`src/rtl/ovi_vector_responder_if.sv`:
```
// ovi_vector_responder_if: OVI issue/completion bundle plus load/store petition and response lines
interface ovi_vector_responder_if #(
  parameter int INSTR_W = 32,
  parameter int OPND_W  = 32,
  parameter int VL_W    = 14
);
  logic               issue_valid;
  logic [INSTR_W-1:0] issue_instr;
  logic [OPND_W-1:0]  issue_opnd;
  logic [VL_W-1:0]    issue_vl;
  logic [2:0]         issue_sew;
  logic               issue_wb;
  logic               completed_valid;
  logic [OPND_W-1:0]  completed_data;
  logic               completed_illegal;
  logic               completed_timeout;
  logic               ls_load_valid;
  logic               ls_store_valid;
  logic [31:0]        ls_store_data;
  logic               mem_ready;
  logic               resp_load_valid;
  logic [31:0]        resp_load_data;
  logic               busy;
  logic               proto_err;
  modport master (
    output issue_valid, issue_instr, issue_opnd, issue_vl, issue_sew, issue_wb,
    output mem_ready, resp_load_valid, resp_load_data,
    input  completed_valid, completed_data, completed_illegal, completed_timeout,
    input  ls_load_valid, ls_store_valid, ls_store_data, busy, proto_err
  );
  modport slave (
    input  issue_valid, issue_instr, issue_opnd, issue_vl, issue_sew, issue_wb,
    input  mem_ready, resp_load_valid, resp_load_data,
    output completed_valid, completed_data, completed_illegal, completed_timeout,
    output ls_load_valid, ls_store_valid, ls_store_data, busy, proto_err
  );
endinterface

```
`src/rtl/ovi_vector_responder.sv`:
```
// ovi_vector_responder: abstract VPU end of the OVI link; completes issued ops and drives load/store petitions
module ovi_vector_responder #(
  parameter int INSTR_W   = 32,
  parameter int OPND_W    = 32,
  parameter int VL_W      = 14,
  parameter int ARITH_LAT = 4,
  parameter int TIMEOUT   = 64
) (
  input logic CLK,
  input logic RST,
  ovi_vector_responder_if.slave bus
);
  localparam logic [6:0] OP_ARITH = 7'b1010111;
  localparam logic [6:0] OP_LOAD  = 7'b0000111;
  localparam logic [6:0] OP_STORE = 7'b0100111;
  localparam int LW = $clog2(ARITH_LAT + 1);
  localparam int TW = $clog2(TIMEOUT + 1);
  typedef enum logic [2:0] {IDLE, ARITH, LS_REQ, LS_WAIT, DONE} state_t;
  state_t            state;
  logic [6:0]        op;
  logic [OPND_W-1:0] opnd;
  logic [OPND_W-1:0] acc;
  logic [VL_W-1:0]   vl;
  logic [VL_W-1:0]   elem_cnt;
  logic [VL_W-1:0]   idx;
  logic              wb;
  logic              timed_out;
  logic [LW-1:0]     lat_cnt;
  logic [TW-1:0]     to_cnt;
  logic [6:0]        issue_op;
  logic              pet_gap;
  assign issue_op = bus.issue_instr[6:0];
  // a petition register still high means the previous cycle petitioned; skip one cycle
  assign pet_gap = bus.ls_load_valid | bus.ls_store_valid;
  always_ff @(posedge CLK or posedge RST)
    if (RST) begin
      state                 <= IDLE;
      op                    <= '0;
      opnd                  <= '0;
      acc                   <= '0;
      vl                    <= '0;
      elem_cnt              <= '0;
      idx                   <= '0;
      wb                    <= 1'b0;
      timed_out             <= 1'b0;
      lat_cnt               <= '0;
      to_cnt                <= '0;
      bus.completed_valid   <= 1'b0;
      bus.completed_data    <= '0;
      bus.completed_illegal <= 1'b0;
      bus.completed_timeout <= 1'b0;
      bus.ls_load_valid     <= 1'b0;
      bus.ls_store_valid    <= 1'b0;
      bus.ls_store_data     <= '0;
      bus.busy              <= 1'b0;
      bus.proto_err         <= 1'b0;
    end else begin
      bus.completed_valid   <= 1'b0;
      bus.completed_data    <= '0;
      bus.completed_illegal <= 1'b0;
      bus.completed_timeout <= 1'b0;
      bus.ls_load_valid     <= 1'b0;
      bus.ls_store_valid    <= 1'b0;
      if (bus.issue_valid && state != IDLE) bus.proto_err <= 1'b1;
      case (state)
        IDLE: if (bus.issue_valid) begin
          op        <= issue_op;
          opnd      <= bus.issue_opnd;
          vl        <= bus.issue_vl;
          wb        <= bus.issue_wb;
          elem_cnt  <= bus.issue_vl;
          idx       <= '0;
          acc       <= '0;
          timed_out <= 1'b0;
          lat_cnt   <= LW'(ARITH_LAT - 1);
          bus.busy  <= 1'b1;
          state     <= issue_op == OP_ARITH ? (ARITH_LAT == 1 ? DONE : ARITH) :
                       (issue_op == OP_LOAD || issue_op == OP_STORE) && bus.issue_vl != '0 ? LS_REQ : DONE;
        end
        ARITH: begin
          lat_cnt <= lat_cnt - 1'b1;
          if (lat_cnt <= LW'(1)) state <= DONE;
        end
        LS_REQ: if (bus.mem_ready && !pet_gap) begin
          if (op == OP_LOAD) begin
            bus.ls_load_valid <= 1'b1;
            to_cnt            <= '0;
            state             <= LS_WAIT;
          end else begin
            bus.ls_store_valid <= 1'b1;
            bus.ls_store_data  <= opnd[31:0] + 32'(idx);
            idx                <= idx + 1'b1;
            elem_cnt           <= elem_cnt - 1'b1;
            if (elem_cnt == VL_W'(1)) state <= DONE;
          end
        end
        LS_WAIT: if (bus.resp_load_valid) begin
          acc      <= acc + OPND_W'(bus.resp_load_data);
          elem_cnt <= elem_cnt - 1'b1;
          state    <= elem_cnt == VL_W'(1) ? DONE : LS_REQ;
        end else if (to_cnt == TW'(TIMEOUT - 1)) begin
          timed_out <= 1'b1;
          state     <= DONE;
        end else begin
          to_cnt <= to_cnt + 1'b1;
        end
        DONE: begin
          bus.completed_valid   <= 1'b1;
          bus.completed_data    <= op == OP_ARITH ? (wb ? opnd + OPND_W'(vl) : '0) : op == OP_LOAD ? acc : '0;
          bus.completed_illegal <= op != OP_ARITH && op != OP_LOAD && op != OP_STORE;
          bus.completed_timeout <= timed_out;
          bus.busy              <= 1'b0;
          state                 <= IDLE;
        end
        default: state <= IDLE;
      endcase
    end
endmodule
```
`src/flat_wrapper.sv`:
```
// flat-port wrapper written by rule: the top's interface ports become plain ports
module ovi_vector_responder_flat 
#(
  parameter int INSTR_W   = 32,
  parameter int OPND_W    = 32,
  parameter int VL_W      = 14,
  parameter int ARITH_LAT = 4,
  parameter int TIMEOUT   = 64
)
  (CLK, RST, bus_issue_valid, bus_issue_instr, bus_issue_opnd, bus_issue_vl, bus_issue_sew, bus_issue_wb, bus_mem_ready, bus_resp_load_valid, bus_resp_load_data, bus_completed_valid, bus_completed_data, bus_completed_illegal, bus_completed_timeout, bus_ls_load_valid, bus_ls_store_valid, bus_ls_store_data, bus_busy, bus_proto_err);
  ovi_vector_responder_if #(.INSTR_W(INSTR_W), .OPND_W(OPND_W), .VL_W(VL_W)) bus_i ();
  input logic CLK;
  input logic RST;
  input wire logic [$bits(bus_i.issue_valid)-1:0] bus_issue_valid;
  input wire logic [$bits(bus_i.issue_instr)-1:0] bus_issue_instr;
  input wire logic [$bits(bus_i.issue_opnd)-1:0] bus_issue_opnd;
  input wire logic [$bits(bus_i.issue_vl)-1:0] bus_issue_vl;
  input wire logic [$bits(bus_i.issue_sew)-1:0] bus_issue_sew;
  input wire logic [$bits(bus_i.issue_wb)-1:0] bus_issue_wb;
  input wire logic [$bits(bus_i.mem_ready)-1:0] bus_mem_ready;
  input wire logic [$bits(bus_i.resp_load_valid)-1:0] bus_resp_load_valid;
  input wire logic [$bits(bus_i.resp_load_data)-1:0] bus_resp_load_data;
  output wire logic [$bits(bus_i.completed_valid)-1:0] bus_completed_valid;
  output wire logic [$bits(bus_i.completed_data)-1:0] bus_completed_data;
  output wire logic [$bits(bus_i.completed_illegal)-1:0] bus_completed_illegal;
  output wire logic [$bits(bus_i.completed_timeout)-1:0] bus_completed_timeout;
  output wire logic [$bits(bus_i.ls_load_valid)-1:0] bus_ls_load_valid;
  output wire logic [$bits(bus_i.ls_store_valid)-1:0] bus_ls_store_valid;
  output wire logic [$bits(bus_i.ls_store_data)-1:0] bus_ls_store_data;
  output wire logic [$bits(bus_i.busy)-1:0] bus_busy;
  output wire logic [$bits(bus_i.proto_err)-1:0] bus_proto_err;
  assign bus_i.issue_valid = bus_issue_valid;
  assign bus_i.issue_instr = bus_issue_instr;
  assign bus_i.issue_opnd = bus_issue_opnd;
  assign bus_i.issue_vl = bus_issue_vl;
  assign bus_i.issue_sew = bus_issue_sew;
  assign bus_i.issue_wb = bus_issue_wb;
  assign bus_i.mem_ready = bus_mem_ready;
  assign bus_i.resp_load_valid = bus_resp_load_valid;
  assign bus_i.resp_load_data = bus_resp_load_data;
  assign bus_completed_valid = bus_i.completed_valid;
  assign bus_completed_data = bus_i.completed_data;
  assign bus_completed_illegal = bus_i.completed_illegal;
  assign bus_completed_timeout = bus_i.completed_timeout;
  assign bus_ls_load_valid = bus_i.ls_load_valid;
  assign bus_ls_store_valid = bus_i.ls_store_valid;
  assign bus_ls_store_data = bus_i.ls_store_data;
  assign bus_busy = bus_i.busy;
  assign bus_proto_err = bus_i.proto_err;
  ovi_vector_responder #(.INSTR_W(INSTR_W), .OPND_W(OPND_W), .VL_W(VL_W), .ARITH_LAT(ARITH_LAT), .TIMEOUT(TIMEOUT)) u_core (.CLK(CLK), .RST(RST), .bus(bus_i));
endmodule
```
`config.mk`:
```
export PLATFORM = sky130hd
export DESIGN_NAME = ovi_vector_responder_flat
export DESIGN_NICKNAME = d
export VERILOG_FILES = /design/src/rtl/ovi_vector_responder_if.sv /design/src/rtl/ovi_vector_responder.sv /design/src/flat_wrapper.sv
export SDC_FILE = /design/constraint.sdc
export NUM_CORES = 1
export LEC_CHECK = 0
export BUFFER_PORTS_ARGS = -buffer_cell sky130_fd_sc_hd__buf_2
export CAP_MARGIN = 40
export CORE_ASPECT_RATIO = 1.1
export CORE_MARGIN = 5
export CORE_UTILIZATION = 62
export DETAILED_ROUTE_END_ITERATION = 16
export PLACE_DENSITY = 0.86
export SLEW_MARGIN = 15
export SYNTH_ARGS = -nofsm -noshare
export SYNTH_HDL_FRONTEND = slang
export SYNTH_SLANG_ARGS = --single-unit
```
`constraint.sdc`:
```
create_clock -name CLK -period 17.3 [get_ports CLK]
set_input_delay 3.46 -clock CLK [delete_from_list [all_inputs] [get_ports CLK]]
set_output_delay 3.46 -clock CLK [all_outputs]
set_load 0.01 [all_outputs]
```
After elaboration in Yosys (flattened, before gate mapping)

Index checks and enable logic that the tools add are counted.

$add $sub $neg: 7
Multiply operators: 0
Div/mod/pow operators: 0
Order comparisons: 1
Equality and inequality tests: 25
Shift operators: 0
Mux-type cells: 49
Bitwise logic cells: 2
Reductions and logical operators: 26

Operators by type and width:

| cell                                                                  | number |
|---|---|
| 32-bit 2-to-1 mux                                                     | 6 |
| 14-bit 2-to-1 mux                                                     | 7 |
| 32-bit by 14-bit adder with 32-bit output                             | 2 |
| 32-bit case mux with 2 select lines                                   | 1 |
| 14-bit case mux with 3 select lines                                   | 1 |
| 3-bit 2-to-1 mux                                                      | 11 |
| 32-bit adder                                                          | 1 |
| 7-bit 2-to-1 mux                                                      | 4 |
| 14-bit case mux with 2 select lines                                   | 1 |
| 5-bit AND reduction                                                   | 3 |
| 14-bit by 1-bit adder with 14-bit output (second input constant)      | 1 |
| 14-bit by 1-bit == test with 1-bit output (second input constant)     | 1 |
| 7-bit by 3-bit == test with 1-bit output (second input constant)      | 2 |
| 7-bit by 6-bit == test with 1-bit output (second input constant)      | 2 |
| 7-bit == test (second input constant)                                 | 2 |
| 7-bit case mux with 2 select lines                                    | 1 |
| 14-bit nonzero test                                                   | 1 |
| 14-bit by 1-bit subtractor with 14-bit output (second input constant) | 1 |
| 1-bit 2-to-1 mux                                                      | 13 |
| 3-bit case mux with 4 select lines                                    | 1 |
| 2-bit != test (second input constant)                                 | 5 |
| 2-bit nonzero test                                                    | 5 |
| 2-bit by 1-bit != test with 1-bit output (second input constant)      | 4 |
| 4-bit AND reduction                                                   | 2 |
| 22 further kinds                                                      | 32 |

Flip-flop bits (word level): 199
Bits in latches: 0
Bits in writable memories: 0
ROM bits: 0
Input port bits: 119
Output and inout port bits: 71
Logic and storage cells: 130
Memories kept: 0

Depth between registers and ports, before layout

Gate-level depths: netlist of the first run.

Word-level depth: 7
Mapped depth: 11
Depth with buffers taken out: 11

Least setup slack after synthesis of the first run

Ideal clock, no wire load.

Path kind: input port to flip-flop
Start point: in bus_resp_load_data[0]
End point: reg u_core.acc[28]
Library setup time: 0.131 ns
Data arrival time: 5.556 ns
Data required time: 17.169 ns
Path slack: 11.613 ns
Stages on the path: 10
Buffers on the path: 0
Cell sequence: ha_1 -> fa_1 -> a21o_1 -> a31oi_1 -> nor2_1 -> o41a_1 -> a31o_2 -> a41oi_2 -> xnor2_1 -> o21ai_1

Cells in the longest elaborated chain, start to end: 3

RTL lines:

| what                                | RTL line                   | RTL |
|---|---|---|
| start, declared                     | flat_wrapper.sv:22         | `input wire logic [$bits(bus_i.resp_load_data)-1:0] bus_resp_load_data;` |
| 32-bit adder                        | ovi_vector_responder.sv:98 | `acc <= acc + OPND_W'(bus.resp_load_data);` |
| 32-bit 2-to-1 mux                   | ovi_vector_responder.sv:97 | `LS_WAIT: if (bus.resp_load_valid) begin` |
| 32-bit case mux with 2 select lines | ovi_vector_responder.sv:65 | `case (state)` |
| end signal, assigned                | ovi_vector_responder.sv:98 |  |
| end, declared                       | ovi_vector_responder.sv:22 | `logic [OPND_W-1:0] acc;` |

Every way passes these cells. The select of a mux whose other input is x is not followed.
A chain may end at the register's enable or synchronous reset.

Final worst setup path of the first run

Start point: in bus_resp_load_data[0]
End point: reg u_core.acc[30]

Same word-level chain as after synthesis.

==> flow_metrics.env, run 1 <==
export IMPL_grt_pass1_wl_mm=50.7
export IMPL_gp_congestion=0.971
export IMPL_port_buffers=161
export IMPL_finish_utilization_pct=70.9
export IMPL_route_met2_wl_mm=15.6
export IMPL_synth_enable_flop_cells=0
export IMPL_hp_class="reg -> reg"
export IMPL_syn_nets=1579
export IMPL_avgSynthCellArea_um2=8.52
export IMPL_area_growth_pct=13.3
export IMPL_synth_mux_area_share_pct=0.348
export IMPL_fin_skew_ps=11.4
export IMPL_r2r_cells=7
export IMPL_ys_warn_count=0
export IMPL_setup_viol=0
export IMPL_cts_sinks=199
export IMPL_dp_final_hpwl_mm=23.0
export IMPL_grt_ovfl_total=0
export IMPL_synth_xor_xnor_area_share_pct=6.50
export IMPL_synthCells=1392
export IMPL_synth_seq_cells=199
export IMPL_path_max_fanout=3
export IMPL_rows=53
export IMPL_start_kind="input port"
export IMPL_post_cts_buffers=0
export IMPL_fin_ws_ps=11560
export IMPL_wirelength_mm=31.3
export IMPL_grt_pass1_vias=10200
export IMPL_cts_max_level=4
export IMPL_dpl_instance_area_mm2=0.0129
export IMPL_design_area_mm2=0.0134
export IMPL_cts_tree="built"
export IMPL_clkTransAtPathRegs_ps=70
export IMPL_wl_met3_mm=2.35
export IMPL_cts_resized=0
export IMPL_dr_pass1_iters=7
export IMPL_period_minus_slack_ps=5740
export IMPL_rrSetupSlack_ps=13630
export IMPL_die_h_um=155
export IMPL_critical_path_endpoint_type="register"
export IMPL_endpoint="u_core.acc[30]$_DFFE_PP0P_"
export IMPL_root_buffer="clkbuf_16"
export IMPL_worstSkewPairLatency_ps=450
export IMPL_synth_top_area_share_pct=42.0
export IMPL_cts_inserted_buffers=17
export IMPL_path_class="in -> reg"
export IMPL_synthTopCellsByArea="dfrtp_1 42%, nand2_1 10%, ha_1 6.9%"
export IMPL_synthAdderAreaFrac_pct=7.36
export IMPL_fmax_ghz=0.174
export IMPL_synth_seq_area_share_pct=42.0
export IMPL_yosysTopAreaCell="dfrtp_1"
export IMPL_tns_ps=0
export IMPL_start_util_pct=62.6
export IMPL_wl_met1_mm=12.6
export IMPL_synth_compound_area_share_pct=18.7
export IMPL_pwr_density_cell_mw_per_mm2=124
export IMPL_power_leakage_nw=6.60
export IMPL_drcViolationCount=0
export IMPL_ant_nets=0
export IMPL_synth_ff_type="dfrtp_1"
export IMPL_die_w_um=142
export IMPL_drv_slew=0
export IMPL_die_area_mm2=0.0220
export IMPL_r2r_start="u_core.state[1]$_DFFE_PP0P_"
export IMPL_worstMarginPinSlew_ps=900
export IMPL_cts_hold_buf=0
export IMPL_routedWlPerCell_um=17.6
export IMPL_drv_cap=0
export IMPL_synth_simple_area_share_pct=22.0
export IMPL_drtIter0Drc=1012
export IMPL_dpl_worst_slack_ps=11170
export IMPL_n_antenna_cell=0
export IMPL_rsz0062_at_grt="no"
export IMPL_vdd_drop_max_mv=0.0979
export IMPL_io_pin_count=190
export IMPL_clk_path_buf_depth=2
export IMPL_r2r_end="u_core.idx[9]$_DFFE_PP0P_"
export IMPL_min_path_cells=2
export IMPL_drive_gt1_share_pct=15.3
export IMPL_status="complete, no violations"
export IMPL_grt_usage_pct=28.4
export IMPL_worstPathArrival_ps=6060
export IMPL_antenna_found_initial=0
export IMPL_post_route_period_util_pct=33.2
export IMPL_slew_headroom_pct=39.6
export IMPL_viasPerCell=6.07
export IMPL_crit_start="bus_resp_load_data[0]"
export IMPL_yosysUniqueCellTypes=73
export IMPL_async_reset_ff_share_pct=100
export IMPL_nFillCells=1463
export IMPL_vias=10800
export IMPL_synth_top_family_by_area="simple AND/OR/NAND/NOR gates"
export IMPL_required_ps=17620
export IMPL_grt_max_degree=101
export IMPL_hold_viol=0
export IMPL_core_region_area_mm2=0.0190
export IMPL_fin_nets=1704
export IMPL_synth_area_mm2=0.0119
export IMPL_top_layer="met4"
-- critical path, cell delays in order --
cell and delay (ps):
buf_2 110, ha_1 230, fa_1 420, a21o_1 200, a31oi_1 260, o21bai_1 170, a41o_1 330, a211o_1 330
a31oi_1 270, xor2_1 170, o21ai_0 90
-- layout make-up --
| type | count | area, um2 | area share [%] |
|---|---|---|---|
| multi-input cells | 1095 | 6520 | 48.4 |
| flip-flops and latches | 199 | 4980 | 37.0 |
| repair buffers | 174 | 946 | 7.03 |
| clock buffers | 18 | 439 | 3.27 |
| well taps | 247 | 309 | 2.30 |
| clock inverters | 14 | 140 | 1.04 |
| inverters | 30 | 120 | 0.893 |
-- state kept, by name (all words and copies together), names as in the netlist, 3 cells and up --
signal / flops
u_core.acc: 32
u_core.bus.completed_data: 32
u_core.bus.ls_store_data: 32
u_core.elem_cnt: 14
u_core.idx: 14
u_core.lat_cnt: 3
u_core.op: 7
u_core.opnd: 32
u_core.state: 3
u_core.to_cnt: 7
u_core.vl: 14
-- report_power, final --
part | leakage, nW | switching [W] | internal (W)
combinational | 3.69 | 0.000356 | 0.000236
clock | 0.285 | 0.000191 | 0.000206
sequential | 2.63 | 0.000116 | 0.000564
total | 6.60 | 0.000663 | 0.00101
-- stage by stage --
stage,hold slack (ps),power [W],instances
final,478,0.00167,1777
after global routing,505,0.00177,1777
after CTS,480,0.00166,1776
after detailed placement,464,0.00126,1744
after global placement,455,0.00124,1739
after floorplan,437,0.00109,1392
-- metal layers --
metal / vias to the layer above / GRT usage (%)
met5: - / 0
met4: 0 / 9.83
met3: 63 / 4.76
met2: 461 / 48.2
met1: 5158 / 37.0
li1: 5107 / -
-- worst min path at each step --
stage                                              from                                        to  slack [ps]
3_3_place_gp                   u_core.op[3]$_DFFE_PP0P_                  u_core.op[3]$_DFFE_PP0P_         460
2_1_floorplan                  u_core.op[3]$_DFFE_PP0P_                  u_core.op[3]$_DFFE_PP0P_         440
3_5_place_dp                   u_core.op[1]$_DFFE_PP0P_                  u_core.op[1]$_DFFE_PP0P_         460
6_report       u_core.bus.ls_store_data[22]$_DFFE_PP0P_  u_core.bus.ls_store_data[22]$_DFFE_PP0P_         480
5_1_grt         u_core.bus.ls_store_data[1]$_DFFE_PP0P_   u_core.bus.ls_store_data[1]$_DFFE_PP0P_         510
4_1_cts                        u_core.op[1]$_DFFE_PP0P_                  u_core.op[1]$_DFFE_PP0P_         480
-- cells in the mapped netlist (4+ instances only) --
master    number
o21bai_1      12
o21ai_1       11
nor2_1        73
and2_1         9
clkbuf_1      55
a21o_1        24
xnor2_1       42
buf_2          6
nand4b_1       4
nand2b_1      12
nand4_1       18
and3_1        26
o21a_1         9
ha_1          65
nor4_1         7
nor2b_1       14
nor3_1        23
a311oi_1       4
dfrtp_1      199
buf_1          5
a21oi_1      103
nor3b_1        4
a211oi_1       7
nand2_1      317
inv_1         29
xor2_1        46
a21boi_0       4
o31ai_1        4
a22o_1         6
or3_1         10
a31oi_1        9
o21ai_0      126
nand3_1       38
-- placed cells by master (no fill, tap or decap), types with 7 or more instances in the layout --
cell type  netlist  layout
and3_1          26      26
inv_1           29      28
buf_2            6     163
a21o_1          24      24
nor2_1          73      72
ha_1            65      65
a21oi_1        103     103
dfrtp_1        199     199
o21a_1           9       9
nand2_1        317     316
o21ai_1         11      11
nor3_1          23      23
xnor2_1         42      42
nand3_1         38      38
buf_4            0       7
nor2b_1         14      14
a31oi_1          9       9
and2_1           9       8
or3_1           10      10
o21ai_0        126     126
nand4_1         18      18
a211oi_1         7       7
xor2_1          46      46
nor4_1           7       7
nand2b_1        12      12
o21bai_1        12      12
clkbuf_16        0      17
-- logic make-up after synthesis --
family | count (synthesis)
AOI/OAI and AO/OA | 362
xor gates and xnor gates | 88
adders and majority gates | 68
buffers and inverters | 98
DFF | 199
muxes | 4
and+or+nand+nor | 573
(Power assumes the default switching activity.)
==> run 2, diff against run 1 <==
Settings changed: ABC_AREA set to 1, CORE_UTILIZATION 62 to 53, PLACE_DENSITY 0.86 to 0.78.
Clock period 17.3 ns to 4.95 ns, I/O delays scaled along.
==> flow_metrics.env, run 2 <==
export IMPL_status="complete, no violations"
export IMPL_grt_max_degree=118
export IMPL_post_cts_buffers=0
export IMPL_fmax_ghz=0.346
export IMPL_top_layer="met4"
export IMPL_setup_viol=0
export IMPL_start_util_pct=53.6
export IMPL_finalPower_w=0.00647
export IMPL_synth_ff_type="dfrtp_1"
export IMPL_power_share_switching_pct=44.0
export IMPL_grt_pass1_wl_mm=61.7
export IMPL_route_met2_wl_mm=17.8
export IMPL_yosysUniqueCellTypes=45
export IMPL_area_growth_pct=12.8
export IMPL_fin_skew_ps=13.3
export IMPL_port_buffers=161
export IMPL_cts_tree="built"
export IMPL_synth_top_area_share_pct=37.9
export IMPL_r2r_start="u_core.state[2]$_DFFE_PP0P_"
export IMPL_worstPathArrival_ps=3180
export IMPL_ant_nets=0
export IMPL_final_common_cell="nand2_1"
export IMPL_pwr_density_cell_mw_per_mm2=437
export IMPL_ys_top_cells_by_count="599 x nand2_1, 215 x inv_1, 199 x dfrtp_1"
export IMPL_yosysTopAreaCell="dfrtp_1"
export IMPL_worstMarginPinSlew_ps=872
export IMPL_cts_resized=0
export IMPL_post_route_period_util_pct=58.5
export IMPL_power_leakage_nw=7.96
export IMPL_core_region_area_mm2=0.0245
export IMPL_synth_seq_area_share_pct=37.9
export IMPL_wl_met3_mm=2.13
export IMPL_finish_utilization_pct=60.5
export IMPL_gp_congestion=0.949
export IMPL_io_pin_count=190
export IMPL_avgSynthCellArea_um2=6.92
export IMPL_vdd_drop_max_mv=0.230
export IMPL_switchingPower_w=0.00285
export IMPL_synthCells=1896
export IMPL_clk_path_buf_depth=2
export IMPL_rrSetupSlack_ps=2060
export IMPL_antenna_found_initial=0
export IMPL_ys_warn_count=0
export IMPL_synth_seq_cells=199
export IMPL_async_reset_ff_share_pct=100
export IMPL_hp_class="reg -> reg"
export IMPL_grt_ovfl_total=0
export IMPL_synth_most_common_cell="nand2_1"
export IMPL_cts_max_level=4
export IMPL_syn_nets=2083
export IMPL_layout_common_cells="598 x nand2_1, 213 x inv_1, 199 x dfrtp_1, 174 x nand3_1, 171 x o21ai_0"
export IMPL_clkPwrFrac_pct=22.6
export IMPL_path_class="reg -> reg"
export IMPL_dp_final_hpwl_mm=29.1
export IMPL_drcViolationCount=0
export IMPL_dr_pass1_iters=5
export IMPL_wirelength_mm=38.0
export IMPL_crit_start="u_core.state[2]$_DFFE_PP0P_"
export IMPL_period_minus_slack_ps=2890
export IMPL_clkTransAtPathRegs_ps=80
export IMPL_tns_ps=0
export IMPL_viasPerCell=5.51
export IMPL_endpoint="u_core.bus.ls_store_data[10]$_DFFE_PP0P_"
export IMPL_rsz0062_at_grt="no"
export IMPL_cts_sinks=199
export IMPL_die_h_um=175
export IMPL_start_kind="register"
export IMPL_r2r_cells=8
export IMPL_drv_cap=0
export IMPL_cts_inserted_buffers=17
export IMPL_grt_usage_pct=26.8
export IMPL_required_ps=5240
export IMPL_drtIter0Drc=1050
export IMPL_drv_slew=0
export IMPL_die_area_mm2=0.0280
export IMPL_internal_power_w=0.00362
export IMPL_p_seq_share_pct=37.6
export IMPL_cts_hold_buf=0
export IMPL_rows=60
export IMPL_n_antenna_cell=0
export IMPL_slew_headroom_pct=41.8
export IMPL_hold_viol=0
export IMPL_pwr_share_comb_pct=39.8
export IMPL_path_max_fanout=46
export IMPL_drive_gt1_share_pct=11.8
export IMPL_root_buffer="clkbuf_16"
export IMPL_critical_path_endpoint_type="register"
export IMPL_grt_pass1_vias=12300
export IMPL_synth_area_mm2=0.0131
export IMPL_worstSkewPairLatency_ps=450
export IMPL_vias=13000
export IMPL_synthTopCellsByArea="dfrtp_1 38%, nand2_1 17%, nand3_1 6.6%"
export IMPL_synth_enable_flop_cells=0
export IMPL_wl_met1_mm=17.1
export IMPL_fin_nets=2224
export IMPL_r2r_end="u_core.bus.ls_store_data[10]$_DFFE_PP0P_"
export IMPL_die_w_um=160
export IMPL_routedWlPerCell_um=16.1
-- run 2: cells by family (layout without fill, tap and decap cells) --
group	count (synthesis)	in the layout	synth area share (%)
fa+ha+maj	68	68	6.66
simple gates	1012	1012	32.6
compound gates	319	319	12.8
flops	199	199	37.9
buf+inv	270	424	8.09
xor+xnor	28	28	1.87
-- run 2: worst min-delay path by stage --
stage	from	endpoint	depth (start not counted)
floorplan	u_core.op[2]$_DFFE_PP0P_	u_core.op[2]$_DFFE_PP0P_	2
global placement	u_core.bus.proto_err$_DFFE_PP0P_	u_core.bus.proto_err$_DFFE_PP0P_	1
detailed placement	u_core.bus.proto_err$_DFFE_PP0P_	u_core.bus.proto_err$_DFFE_PP0P_	1
CTS	u_core.bus.proto_err$_DFFE_PP0P_	u_core.bus.proto_err$_DFFE_PP0P_	1
global route	u_core.bus.proto_err$_DFFE_PP0P_	u_core.bus.proto_err$_DFFE_PP0P_	1
finish	u_core.bus.proto_err$_DFFE_PP0P_	u_core.bus.proto_err$_DFFE_PP0P_	1
-- run 2: critical path, stage by stage, from the launching register on --
cell and delay [ps]:
dfrtp_1 440, nor2_4 450, nand2_2 230, inv_2 250, nand2_4 110, nor2_4 500
inv_2 470, nand2_1 170, o21ai_0 100
-- run 2: metrics by stage --
step / worst slack [ps] / cells / cell area, um2 / hold slack [ps]
floorplan: 1390 / 1896 / 13100 / 449
global placement: 2120 / 2327 / 14200 / 436
detailed placement: 2080 / 2327 / 14200 / 455
CTS: 2050 / 2359 / 14800 / 473
global route: 1820 / 2360 / 14800 / 484
finish: 2060 / 2360 / 14800 / 471
-- run 2: metal layers --
metal / track usage (%) / vias to the layer above
met5: 0 / -
met4: 8.43 / 0
met3: 3.23 / 73
met2: 44.2 / 420
met1: 37.1 / 6046
li1: - / 6472
-- run 2: area by class of cell --
class	count	area (um2)
Clock buffer	18	439
Clock inverter	14	178
Fill cell	2327	9670
Inverter	223	841
Multi-Input combinational cell	1427	7080
Sequential cell	199	4980
Tap cell	310	388
Timing Repair Buffer	169	891
-- run 2: power by group through the flow --
stage	registers (W)	clock network (W)	logic (W)
after floorplan	0.00236	0	0.00182
after detailed placement	0.00245	0	0.00253
final	0.00244	0.00146	0.00257
after CTS	0.00242	0.00148	0.00256
after global routing	0.00249	0.00155	0.00292
after global placement	0.00244	0	0.00248
==> run 3, diff against run 2 <==
Settings changed: ABC_AREA 1 to 0, CORE_UTILIZATION 53 to 52, PLACE_DENSITY 0.78 to 0.77.
Clock period 4.95 ns to 2.6 ns, I/O delays scaled along.
==> flow_metrics.env, run 3 (synthesis results as in run 1) <==
export IMPL_status="complete, but fails checks"
export IMPL_violations="negative setup slack"
export IMPL_die_w_um=154
export IMPL_worstMarginPinSlew_ps=845
export IMPL_cts_hold_buf=0
export IMPL_vdd_drop_max_mv=0.572
export IMPL_rsz0062_at_grt="yes"
export IMPL_final_common_cell="nand2_1"
export IMPL_grt_ovfl_total=0
export IMPL_path_class="reg -> reg"
export IMPL_die_area_mm2=0.0259
export IMPL_critical_path_endpoint_type="register"
export IMPL_required_ps=2920
export IMPL_fin_nets=1837
export IMPL_viasPerCell=5.68
export IMPL_cts_tree="built"
export IMPL_power_leakage_nw=7.36
export IMPL_root_buffer="clkbuf_16"
export IMPL_die_h_um=168
export IMPL_fmax_ghz=0.382
export IMPL_port_buffers=161
export IMPL_worstSkewPairLatency_ps=440
export IMPL_clk_path_buf_depth=2
export IMPL_start_kind="register"
export IMPL_drtIter0Drc=771
export IMPL_antenna_found_initial=0
export IMPL_cts_sinks=199
export IMPL_hp_class="in -> async"
export IMPL_drive_gt1_share_pct=25.0
export IMPL_wirelength_mm=33.6
export IMPL_drcViolationCount=0
export IMPL_dr_pass1_iters=8
export IMPL_gp_congestion=0.908
export IMPL_finish_utilization_pct=65.6
export IMPL_vias=11200
export IMPL_hold_viol=0
export IMPL_area_growth_pct=25.3
export IMPL_start_util_pct=52.4
export IMPL_core_region_area_mm2=0.0226
export IMPL_cts_max_level=4
export IMPL_io_pin_count=190
export IMPL_fin_skew_ps=11.0
export IMPL_period_minus_slack_ps=2620
export IMPL_cts_inserted_buffers=17
export IMPL_grt_pass1_wl_mm=54.6
export IMPL_rows=58
export IMPL_drv_slew=0
export IMPL_ant_nets=0
export IMPL_pwr_density_cell_mw_per_mm2=803
export IMPL_clkTransAtPathRegs_ps=70
export IMPL_worstPathArrival_ps=2940
export IMPL_n_antenna_cell=0
export IMPL_dpl_worst_slack_ps=-263
export IMPL_path_max_fanout=3
export IMPL_slew_headroom_pct=43.3
export IMPL_routedWlPerCell_um=17.1
export IMPL_post_route_period_util_pct=101
export IMPL_grt_pass1_vias=11000
export IMPL_setup_viol=2
export IMPL_fin_ws_ps=-18.7
export IMPL_dp_final_hpwl_mm=25.5
export IMPL_holdWs_ps=208
export IMPL_grt_max_degree=65
export IMPL_drv_cap=0
export IMPL_layout_common_cells="315 x nand2_1, 197 x dfrtp_1, 161 x buf_2, 138 x buf_4, 112 x o21ai_0"
export IMPL_grt_usage_pct=25.6
==> run 3: changes by cell type in the layout (fill, tap and decap cells not counted), moves of 11 or more <==
| cell | change |
|---|---|
| o21ai_0 | -59 |
| o21ai_1 | +16 |
| nand3_1 | -137 |
| a21o_1 | +22 |
| nand2b_1 | +11 |
| xor2_1 | +30 |
| nor2b_1 | +12 |
| a21oi_1 | -12 |
| inv_1 | -186 |
| nor2_1 | -73 |
| buf_4 | +132 |
| xnor2_1 | +29 |
| nand2_1 | -283 |
| and3_1 | +25 |
==> run 3: metrics by stage <==
| step | area [um2] | std cells | TNS (ps) | power (W) |
|---|---|---|---|---|
| after floorplan | 11900 | 1392 | -98380 | 0.00727 |
| after global placement | 13900 | 1914 | -2560 | 0.00887 |
| after detailed placement | 13900 | 1914 | -3390 | 0.00902 |
| after CTS | 14500 | 1950 | -248 | 0.0117 |
| after global routing | 14900 | 1963 | -1600 | 0.0127 |
| final | 14900 | 1963 | -22.6 | 0.0119 |
==> run 3: routing by layer <==
metal | global-route usage, % | up-vias | part of all wire (%)
li1 | - | 5374 | -
met1 | 33.5 | 5337 | 41
met2 | 43.3 | 377 | 50
met3 | 3.29 | 68 | 6.1
met4 | 9.91 | 0 | 3.2
met5 | 0 | - | 0
==> run 3: area by class of cell <==
type | instances | area (um2)
Fill cell | 1869 | 7780
Clock inverter | 12 | 91.3
Multi-Input combinational cell | 1095 | 6860
Sequential cell | 199 | 4980
Inverter | 30 | 116
Timing Repair Buffer | 307 | 1980
Tap cell | 300 | 375
Clock buffer | 20 | 457
==> run 3: path summary, 6_finish.rpt <==
kind,end,start,depth (start not counted),slack (ps)
max reg2reg,u_core.bus.completed_data[8]$_DFF_PP0_,u_core.opnd[0]$_DFFE_PP0P_,12,-20
min,u_core.bus.ls_store_data[16]$_DFFE_PP0P_,RST,2,210
min in group CLK,u_core.opnd[9]$_DFFE_PP0P_,bus_issue_opnd[9],3,270
min reg2reg,u_core.op[3]$_DFFE_PP0P_,u_core.op[3]$_DFFE_PP0P_,2,480
max in group asynchronous,u_core.acc[13]$_DFFE_PP0P_,RST,3,1720
max,u_core.bus.completed_data[8]$_DFF_PP0_,u_core.opnd[0]$_DFFE_PP0P_,12,-20
==> run 3: critical path, stage by stage (launching register included) <==
cell      delay (ps)
dfrtp_1          410
ha_2             210
inv_2             60
fa_2             190
nor2b_1           40
o21a_1           230
buf_4            150
o21a_1           190
o21ai_2          180
a21boi_2          80
o21a_1           180
or3_1            320
a32o_1           250
==> run 3: where the power goes <==
part	switching [W]	internal [W]	total, W
Clock	0.00123	0.00129	0.00252
Sequential	0.000727	0.00376	0.00448
Combinational	0.00273	0.00219	0.00492
Total	0.00469	0.00724	0.0119
==> run 3: repair_timing <==
| item | 4_1_cts | 5_1_grt |
|---|---|---|
| buffers inserted | 4 | 14 |
| setup endpoints to repair | 28 | 50 |
| pin swaps | 8 | 37 |
| gates resized for setup | 14 | 62 |
